==> config.mk <==
export PLATFORM = sky130hd
export DESIGN_NAME = hist_readout_flat
export DESIGN_NICKNAME = d
export VERILOG_FILES = /design/src/rtl/hist_readout_if.sv /design/src/rtl/hist_readout.sv /design/src/flat_wrapper.sv
export SDC_FILE = /design/constraint.sdc
export NUM_CORES = 1
export LEC_CHECK = 0
export BUFFER_PORTS_ARGS = -buffer_cell sky130_fd_sc_hd__clkbuf_2
export CAP_MARGIN = 20
export CORE_MARGIN = 10
export CORE_UTILIZATION = 55
export DETAILED_ROUTE_END_ITERATION = 8
export GPL_TIMING_DRIVEN = 0
export MAX_ROUTING_LAYER = met4
export PLACE_DENSITY_LB_ADDON = 0.05
export SYNTH_ARGS = -nofsm -noshare
export SYNTH_HDL_FRONTEND = slang
export SYNTH_SLANG_ARGS = --single-unit
==> constraint.sdc <==
create_clock -name clk -period 3.03 [get_ports clk]
set_clock_uncertainty 0.15 [all_clocks]
set_input_delay 0.606 -clock clk [delete_from_list [all_inputs] [get_ports clk]]
set_output_delay 0.606 -clock clk [all_outputs]
set_load 0.02 [all_outputs]
==> src/rtl/hist_readout_if.sv <==
// Output stream of hist_readout: one histogram bin per accepted beat.
interface hist_readout_if #(
  parameter int AW = 5,
  parameter int DW = 32
);
  logic          out_valid;
  logic          out_ready;
  logic [AW-1:0] out_bin;
  logic [DW-1:0] out_count;
  logic          out_last;

  modport master (output out_valid, out_bin, out_count, out_last, input out_ready);
  modport slave  (input out_valid, out_bin, out_count, out_last, output out_ready);
endinterface

==> src/rtl/hist_readout.sv <==
// Histogram RAM drain: sweeps all bins, streams counts with bin index and last flag,
// optionally zeroing each bin as its read data returns.
module hist_readout #(
  parameter int NBINS      = 32,
  parameter int AW         = 5,
  parameter int DW         = 32,
  parameter int RD_LAT     = 2,
  parameter int FIFO_DEPTH = 4
) (
  input  logic          clk,
  input  logic          rst,
  input  logic          start,
  input  logic          clear_en,
  output logic          busy,
  output logic          done,
  output logic [AW-1:0] ram_rdaddr,
  input  logic [DW-1:0] ram_q,
  output logic [AW-1:0] ram_wraddr,
  output logic [DW-1:0] ram_data,
  output logic          ram_wren,
  hist_readout_if.master stream
);

  localparam int PW = (FIFO_DEPTH > 1) ? $clog2(FIFO_DEPTH) : 1;
  localparam int CW = $clog2(FIFO_DEPTH + 1);

  typedef enum logic [1:0] {IDLE, RUN, DRAIN, DONE} state_t;

  typedef struct packed {
    logic          last;
    logic [AW-1:0] bin;
    logic [DW-1:0] count;
  } entry_t;

  state_t        state;
  logic          clear_q;
  logic [AW-1:0] ptr;
  logic [AW-1:0] rdaddr_q;

  logic [RD_LAT-1:0] sr_v;
  logic [AW-1:0]     sr_bin [RD_LAT];

  entry_t        fifo [FIFO_DEPTH];
  logic [PW-1:0] wr_ptr;
  logic [PW-1:0] rd_ptr;
  logic [CW-1:0] count;

  logic issue;
  logic push;
  logic pop;
  logic sweep_end;
  int   inflight;

  // NOTE: always_comb uses blocking assignments and gives every variable a
  // default first, so the accumulator never holds a value across evaluations.
  always_comb begin
    inflight = 0;
    for (int i = 0; i < RD_LAT; i++) inflight += int'(sr_v[i]);
  end

  // Credit: reads in flight plus buffered entries never exceed the FIFO size,
  // so every returning read has a slot waiting for it.
  assign issue     = (state == RUN) && ((inflight + int'(count)) < FIFO_DEPTH);
  assign push      = sr_v[RD_LAT-1];
  assign pop       = stream.out_valid && stream.out_ready;
  assign sweep_end = (inflight == 0) && ((count == '0) || ((count == CW'(1)) && pop));

  assign ram_rdaddr = issue ? ptr : rdaddr_q;
  assign ram_wren   = push && clear_q;
  assign ram_wraddr = sr_bin[RD_LAT-1];
  assign ram_data   = '0;

  assign stream.out_valid = (count != '0);
  assign {stream.out_last, stream.out_bin, stream.out_count} = fifo[rd_ptr];

  function automatic logic [PW-1:0] next_ptr(input logic [PW-1:0] p);
    return (p == PW'(FIFO_DEPTH - 1)) ? '0 : p + PW'(1);
  endfunction

  // NOTE: sequential state is written only with non-blocking assignments so
  // every register samples pre-edge values regardless of statement order.
  always_ff @(posedge clk or negedge rst) begin
    if (!rst) begin
      state    <= IDLE;
      busy     <= 1'b0;
      done     <= 1'b0;
      clear_q  <= 1'b0;
      ptr      <= '0;
      rdaddr_q <= '0;
    end else begin
      done <= 1'b0;
      case (state)
        IDLE: begin
          if (start) begin
            state   <= RUN;
            busy    <= 1'b1;
            clear_q <= clear_en;
            ptr     <= '0;
          end
        end
        RUN: begin
          if (issue) begin
            ptr      <= ptr + AW'(1);
            rdaddr_q <= ptr;
            if (ptr == AW'(NBINS - 1)) state <= DRAIN;
          end
        end
        DRAIN: begin
          if (sweep_end) begin
            state <= DONE;
            busy  <= 1'b0;
            done  <= 1'b1;
          end
        end
        DONE:    state <= IDLE;
        default: state <= IDLE;
      endcase
    end
  end

  // Read-latency tracker: one slot per RAM pipeline stage.
  always_ff @(posedge clk or negedge rst) begin
    if (!rst) begin
      sr_v <= '0;
      for (int i = 0; i < RD_LAT; i++) sr_bin[i] <= '0;
    end else begin
      sr_v[0]   <= issue;
      sr_bin[0] <= ptr;
      for (int i = 1; i < RD_LAT; i++) begin
        sr_v[i]   <= sr_v[i-1];
        sr_bin[i] <= sr_bin[i-1];
      end
    end
  end

  // NOTE: the FIFO storage is reset on purpose; it is only a few entries and
  // the head drives the output payload, which must read zero out of reset.
  always_ff @(posedge clk or negedge rst) begin
    if (!rst) begin
      wr_ptr <= '0;
      rd_ptr <= '0;
      count  <= '0;
      for (int i = 0; i < FIFO_DEPTH; i++) fifo[i] <= '0;
    end else begin
      if (push) begin
        fifo[wr_ptr].last  <= (sr_bin[RD_LAT-1] == AW'(NBINS - 1));
        fifo[wr_ptr].bin   <= sr_bin[RD_LAT-1];
        fifo[wr_ptr].count <= ram_q;
        wr_ptr             <= next_ptr(wr_ptr);
      end
      if (pop) rd_ptr <= next_ptr(rd_ptr);
      case ({push, pop})
        2'b10:   count <= count + CW'(1);
        2'b01:   count <= count - CW'(1);
        default: count <= count;
      endcase
    end
  end

  a_no_overflow : assert property (@(posedge clk) disable iff (!rst)
    !(push && !pop && (count == CW'(FIFO_DEPTH))));

endmodule

==> src/flat_wrapper.sv <==
// flat-port wrapper written by rule: the top's interface ports become plain ports
module hist_readout_flat 
#(
  parameter int NBINS      = 32,
  parameter int AW         = 5,
  parameter int DW         = 32,
  parameter int RD_LAT     = 2,
  parameter int FIFO_DEPTH = 4
)
  (clk, rst, start, clear_en, busy, done, ram_rdaddr, ram_q, ram_wraddr, ram_data, ram_wren, stream_out_valid, stream_out_bin, stream_out_count, stream_out_last, stream_out_ready);
  hist_readout_if #(.AW(AW), .DW(DW)) stream_i ();
  input  logic clk;
  input  logic rst;
  input  logic start;
  input  logic clear_en;
  output logic busy;
  output logic done;
  output logic [AW-1:0] ram_rdaddr;
  input  logic [DW-1:0] ram_q;
  output logic [AW-1:0] ram_wraddr;
  output logic [DW-1:0] ram_data;
  output logic ram_wren;
  output wire logic [$bits(stream_i.out_valid)-1:0] stream_out_valid;
  output wire logic [$bits(stream_i.out_bin)-1:0] stream_out_bin;
  output wire logic [$bits(stream_i.out_count)-1:0] stream_out_count;
  output wire logic [$bits(stream_i.out_last)-1:0] stream_out_last;
  input wire logic [$bits(stream_i.out_ready)-1:0] stream_out_ready;
  assign stream_out_valid = stream_i.out_valid;
  assign stream_out_bin = stream_i.out_bin;
  assign stream_out_count = stream_i.out_count;
  assign stream_out_last = stream_i.out_last;
  assign stream_i.out_ready = stream_out_ready;
  hist_readout #(.NBINS(NBINS), .AW(AW), .DW(DW), .RD_LAT(RD_LAT), .FIFO_DEPTH(FIFO_DEPTH)) u_core (.clk(clk), .rst(rst), .start(start), .clear_en(clear_en), .busy(busy), .done(done), .ram_rdaddr(ram_rdaddr), .ram_q(ram_q), .ram_wraddr(ram_wraddr), .ram_data(ram_data), .ram_wren(ram_wren), .stream(stream_i));
endmodule
==> flow_summary.ini, run 1 <==
[critical_path]
cp-start-kind = flip-flop
cp.arrival_ps = 3250
r2r_start = u_core.sr_v[1]$_DFF_PN0_
cp-end-kind = flip-flop
reg2reg_to = u_core.rdaddr_q[4]$_DFFE_PN0P_
path_class = flip-flop to flip-flop
reg2reg_slack_ps = -50
rr_worst_depth = 16
crit_path_max_fanout = 3
cp.required_ps = 3200

[logic_synthesis]
yosysUniqueCellTypes = 37
syn-mean-instance-area_sq_um = 15.25
ys_seq_area_share_pct = 54.71
synth_warnings = 0
synth_seq_cells = 186
syn-cell-area_sq_um = 8507
netlist_instances = 558

[sta]
fmax_mhz = 325.1
setup_viol = 1
hold_violations = 0
fin_ws_ps = -45.59
rsz0062_at_grt = true
slew_violations = 0
finalCriticalPeriod_ps = 3076
worst_pin_slew_ps = 938.2
fin_crit_sh_pct = 101.5
relSlewSlack_pct = 37.45
whs_ps = 109.9

[grt]
grt.busiest_layer = met2
antenna_found_initial = 0
use_met1_pct = 23.91
grt_pass1_vias = 5547
use_met2_pct = 29.81
grt_start_max_net_pins = 104
grt_overflow = 0
grt_util_all_layers_pct = 18.79
grt_use_met3_pct = 4.493
grt_pass1_wl_um = 28970

[floorplanning]
num_rows = 45
io_pins = 121
core-area_sq_um = 15200
initial_core_util_pct = 55.96
dieArea_sq_um = 20840
die_h_um = 144.4
die_x_um = 144.4

[placed_design]
dp_hpwl_um = 12360
io_buffer_count = 87
dpl_cell_area_sq_um = 9330
dp_slack_ps = 102.7
globalplace.congestion = 0.7442

[clocking]
htreeDepth = 4
cts-root-buf = clkbuf_16
cts.clk_slew.worst_paths_ps = 70
clock-sinks = 186
tritoncts = yes
cts_buffers = 17
postCtsHoldBufs = 0
clock_latency_ps = 430
cts_buffer_depth = 2

[final_layout]
drive_above_1_share_pct = 55.79
antenna_cells = 0
num-nets-final = 768
area_delta_synth_final_pct = 20.12
design_area_sq_um = 10220
fillers = 1122

[routing]
drt_iter0_drc = 185
avgRoutedWirePerCell_um = 19.92
first_pass_iters = 4
ant_nets = 0
drt-total-wl_um = 18210
num_vias = 4956
via_per_inst = 5.422
drc = 0

[pwr]
power_uw = 11370
powerDensity_nw_per_um2 = 1112
ir_drop_mv = 0.5324
p_leak_uw = 0.004833

[status]
outcome = finished, violations left
violations = setup timing

[min_path]
hold_class = input pin to asynchronous set/reset pin

[job]
max_cap_violations = 0
[timing repair]
action	4_1_cts	5_1_grt
resized for setup	16	10
endpoints found under the setup margin	14	8
buffers inserted	15	1
gates cloned	1	0
pin swaps	4	0
[report_power, final]
group          internal, uW  switching (uW)  total (uW)
logic                  2500            2320        4820
clock network          1470             928        2400
registers              3570             582        4150
[kinds of logic after synthesis]
kind of cell | share of synthesized area [%]
multiplexers | 32.24
flip-flops | 54.71
buffers and inverters | 5.589
AND/OR/NAND/NOR | 2.809
AO/OA/AOI/OAI | 1.647
adder cells (fa/ha/maj) | 2.647
XOR/XNOR | 0.3089
other | 0.04408
[routing by layer]
layer | wire length (um) | part of all wire, %
met1 | 8258 | 45
met4 | 192 | 1.1
met2 | 9002 | 49
met3 | 756 | 4.2
met5 | 0 | 0
[synthesized netlist by cell type, drive strengths merged]
cell type    n  area, sq um
nor3b        2        15.01
a311oi       1        26.28
a21o         1        7.510
o32a         1        10.01
nand3b       2        15.01
and2         1        6.260
dfrtp      186         4654
ha          18        225.2
nor4         2        12.51
xor2         1        8.760
and3         2        12.51
clkbuf       5        18.77
and3b        1        8.760
inv         14        52.55
o21ai       11        55.05
nand3        5        25.02
nand2b       2        12.51
nor2        10        37.54
o22ai        1        6.260
nand2       14        55.06
mux2       161         1847
mux2i        4        40.04
mux4        38        855.8
o211ai       1        7.510
o2111ai      2        17.52
nor3         1        5.000
or3b         1        8.760
xnor2        2        17.52
nand4        3        18.77
a21oi        2        10.01
or3          1        6.260
buf         61        404.1
conb         1        3.750
[cells in the final DEF (no fill, tap or decap), drive strengths merged, types with 3 or more instances in the layout]
cell type,instances
ha,18
mux2,161
clkinv,7
nand3,5
dfrtp,186
conb,32
nor2,10
clkbuf,109
o21ai,11
inv,14
nand2,14
mux2i,4
nand4,3
mux4,38
buf,82
bufinv,4
[worst max-delay path, cell delays in order (launching register included)]
cell      delay, ps
dfrtp_1         400
ha_2            210
ha_4            220
a311oi_4        250
nand2_2         130
buf_4           160
buf_4           120
buf_4           120
buf_4           120
buf_4           120
buf_4           120
buf_4           120
buf_4           120
buf_4           120
buf_4           120
buf_4           120
mux2_2          260
[how the worst max path moves through the flow]
stage                              from                              to  depth (start not counted)
3_5_place_dp   u_core.sr_v[1]$_DFF_PN0_                   ram_rdaddr[2]                          8
5_1_grt        u_core.sr_v[1]$_DFF_PN0_  u_core.rdaddr_q[4]$_DFFE_PN0P_                         16
3_3_place_gp                        rst     u_core.fifo[58]$_DFFE_PN0P_                          1
4_1_cts        u_core.sr_v[1]$_DFF_PN0_                   ram_rdaddr[2]                          7
2_1_floorplan  u_core.sr_v[0]$_DFF_PN0_                   ram_rdaddr[0]                          6
6_report       u_core.sr_v[1]$_DFF_PN0_  u_core.rdaddr_q[4]$_DFFE_PN0P_                         16
[flip-flops by register name, summed over array words and instances, names as in the netlist]
| register | count |
|---|---|
| u_core.wr_ptr | 2 |
| u_core.rd_ptr | 2 |
| u_core.count | 3 |
| u_core.busy | 1 |
| u_core.rdaddr_q | 5 |
| u_core.ram_wraddr | 5 |
| u_core.state | 2 |
| u_core.ptr | 5 |
| u_core.sr_v | 2 |
| u_core.sr_bin | 5 |
| u_core.fifo | 152 |
| u_core.done | 1 |
| u_core.clear_q | 1 |
[metrics by stage]
step	std cells	setup TNS, ps	util [%]
2_1_floorplan	589	0	-
3_3_place_gp	864	-379390	61.14
3_5_place_dp	865	0	61.37
4_1_cts	913	-11.91	67.05
5_1_grt	914	-245.4	67.22
6_report	914	-45.59	67.22
[final cells by class]
cell class | count | area [sq um] | share of cell area, %
well taps | 188 | 235.2 | 2.302
clock buffers | 21 | 480.5 | 4.702
plain buffers | 66 | 436.7 | 4.273
clock inverters | 11 | 166.4 | 1.629
inverters | 14 | 57.56 | 0.5632
flip-flops and latches | 186 | 4654 | 45.55
repair buffers | 105 | 666.9 | 6.526
multi-input cells | 323 | 3521 | 34.46
(Power assumes the default switching activity.)
==> run 2, diff against run 1 <==
--- a/config.mk
+++ b/config.mk
@@ -13,6 +13,7 @@
 export GPL_TIMING_DRIVEN = 0
 export MAX_ROUTING_LAYER = met4
 export PLACE_DENSITY_LB_ADDON = 0.05
+export SKIP_CTS_REPAIR_TIMING = 1
 export SYNTH_ARGS = -nofsm -noshare
 export SYNTH_HDL_FRONTEND = slang
 export SYNTH_SLANG_ARGS = --single-unit
==> constraint.sdc (replaced) <==
create_clock -name clk -period 3.03 [get_ports clk]
set_clock_uncertainty 0.15 [all_clocks]
set_input_delay 0.303 -clock clk [delete_from_list [all_inputs] [get_ports clk]]
set_output_delay 0.303 -clock clk [all_outputs]
set_load 0.02 [all_outputs]
==> flow_summary.ini, run 2 (synthesis results as in run 1) <==
[final_layout]
final_cell_count_no_fill = 907
layout_commonest_cell = dfrtp_1
final_cell_mix = dfrtp_1 (186), mux2_2 (152), clkbuf_2 (86), buf_4 (40), mux4_2 (38)
regMostFlops = u_core.fifo
area_delta_synth_final_pct = 18.43
fillers = 1147
antenna_cells = 0
largest_reg_flops = 152
num-nets-final = 761
design_area_sq_um = 10070
drive_above_1_share_pct = 53.69

[placed_design]
globalplace.congestion = 0.7442
dp_slack_ps = 405.7
placedCellCount = 865
dpl_cell_area_sq_um = 9330
dp_hpwl_um = 12360
io_buffer_count = 87

[grt]
grt_overflow = 0
grt_pass1_wl_um = 28370
grt_start_max_net_pins = 104
antenna_found_initial = 0
grt_util_all_layers_pct = 18.39
grt_pass1_vias = 5436

[critical_path]
critPathSlowestCell = dfrtp_1
cp.required_ps = 2580
path_class = flip-flop to primary output
cp.arrival_ps = 2450
crit_path_max_fanout = 10
critical_path.cell_chain = buf_4 > inv_2 > ha_1 > a311oi_4 > nand2_2 > buf_6 > mux2_4 > clkbuf_2
cp-end-kind = primary output
crit_buf_inv = 4
slowest_delay_ps = 380
cp-start-kind = flip-flop
path_delay_family = buffers and inverters

[clocking]
htreeDepth = 4
clock_latency_ps = 430
cts.clk_slew.worst_paths_ps = 70
cts_buffer_depth = 2
tritoncts = yes
clock-sinks = 186
cts_buffers = 17
cts-root-buf = clkbuf_16

[min_path]
hold_class = input pin to flip-flop

[sta]
fmax_mhz = 344.8
slew_violations = 0
rsz0062_at_grt = false
setup_viol = 0
relSlewSlack_pct = 36.01
hold_violations = 0
fin_tns_setup_ps = 0
fin_ws_ps = 129.7
fin_crit_sh_pct = 95.72
worst_pin_slew_ps = 959.9
finalCriticalPeriod_ps = 2900

[floorplanning]
die_h_um = 144.4
initial_core_util_pct = 55.96
io_pins = 121
dieArea_sq_um = 20840
die_x_um = 144.4
core-area_sq_um = 15200
num_rows = 45

[routing]
via_per_inst = 5.427
drt-total-wl_um = 17880
num_vias = 4922
first_pass_iters = 4
ant_nets = 0
avgRoutedWirePerCell_um = 19.71
drt_iter0_drc = 183
drc = 0

[pwr]
powerDensity_nw_per_um2 = 1104
p_seq_share_pct = 37.3
internal-power_uw = 7352
swShare_pct = 33.89
p_clk_share_pct = 21.5
ir_drop_mv = 0.5063
p_sw_uw = 3768
power_frac_comb_pct = 41.2
p_leak_uw = 0.004767

[job]
max_cap_violations = 0

[status]
outcome = finished clean
## run 2: cell type report
type / instances / area, sq um / area share [%]
plain buffers: 66 / 425.4 / 4.223
well taps: 188 / 235.2 / 2.335
inverters: 14 / 52.55 / 0.5216
multi-input cells: 323 / 3493 / 34.67
repair buffers: 98 / 566.8 / 5.626
clock buffers: 21 / 480.5 / 4.769
flip-flops and latches: 186 / 4654 / 46.20
clock inverters: 11 / 166.4 / 1.652
## run 2: routing by layer
| metal | part of all wire [%] | wire length, um | global-route usage, % |
|---|---|---|---|
| met1 | 46 | 8238 | 23.68 |
| met2 | 49 | 8759 | 28.78 |
| met3 | 3.9 | 697 | 4.395 |
| met4 | 1.0 | 182 | 5.000 |
| met5 | 0 | 0 | - |
## run 2: worst paths after layout
| kind | cells after the start | from | to | slack (ps) |
|---|---|---|---|---|
| max in group asynchronous | 3 | rst | u_core.fifo[136]$_DFFE_PN0P_ | 1480 |
| setup reg to reg | 7 | u_core.ptr[0]$_DFFE_PN0P_ | u_core.state[1]$_DFFE_PN0P_ | 780 |
| setup / recovery | 8 | u_core.sr_v[1]$_DFF_PN0_ | ram_rdaddr[4] | 130 |
| hold / removal | 2 | ram_q[19] | u_core.fifo[95]$_DFFE_PN0P_ | 0.9 |
| hold reg to reg | 0 | u_core.sr_bin[9]$_DFF_PN0_ | u_core.ram_wraddr[4]$_DFF_PN0_ | 210 |
| min in group asynchronous | 2 | rst | u_core.fifo[47]$_DFFE_PN0P_ | 370 |
## run 2: power groups by stage
| stage | Combinational [uW] | Clock (uW) | Sequential (uW) |
|---|---|---|---|
| 2_1_floorplan | 3460 | 0 | 3980 |
| 3_3_place_gp | 4470 | 0 | 4070 |
| 3_5_place_dp | 4610 | 0 | 4170 |
| 4_1_cts | 4630 | 2440 | 4130 |
| 5_1_grt | 4970 | 2550 | 4270 |
| 6_report | 4590 | 2390 | 4140 |
## run 2: stage by stage
step | hold slack [ps] | utilization, % | power [uW]
2_1_floorplan | -142.6 | - | 7435
3_3_place_gp | 184.1 | 61.14 | 8545
3_5_place_dp | 184.7 | 61.37 | 8781
4_1_cts | -153.0 | 65.63 | 11200
5_1_grt | 0.1307 | 66.27 | 11780
6_report | 0.8809 | 66.27 | 11120
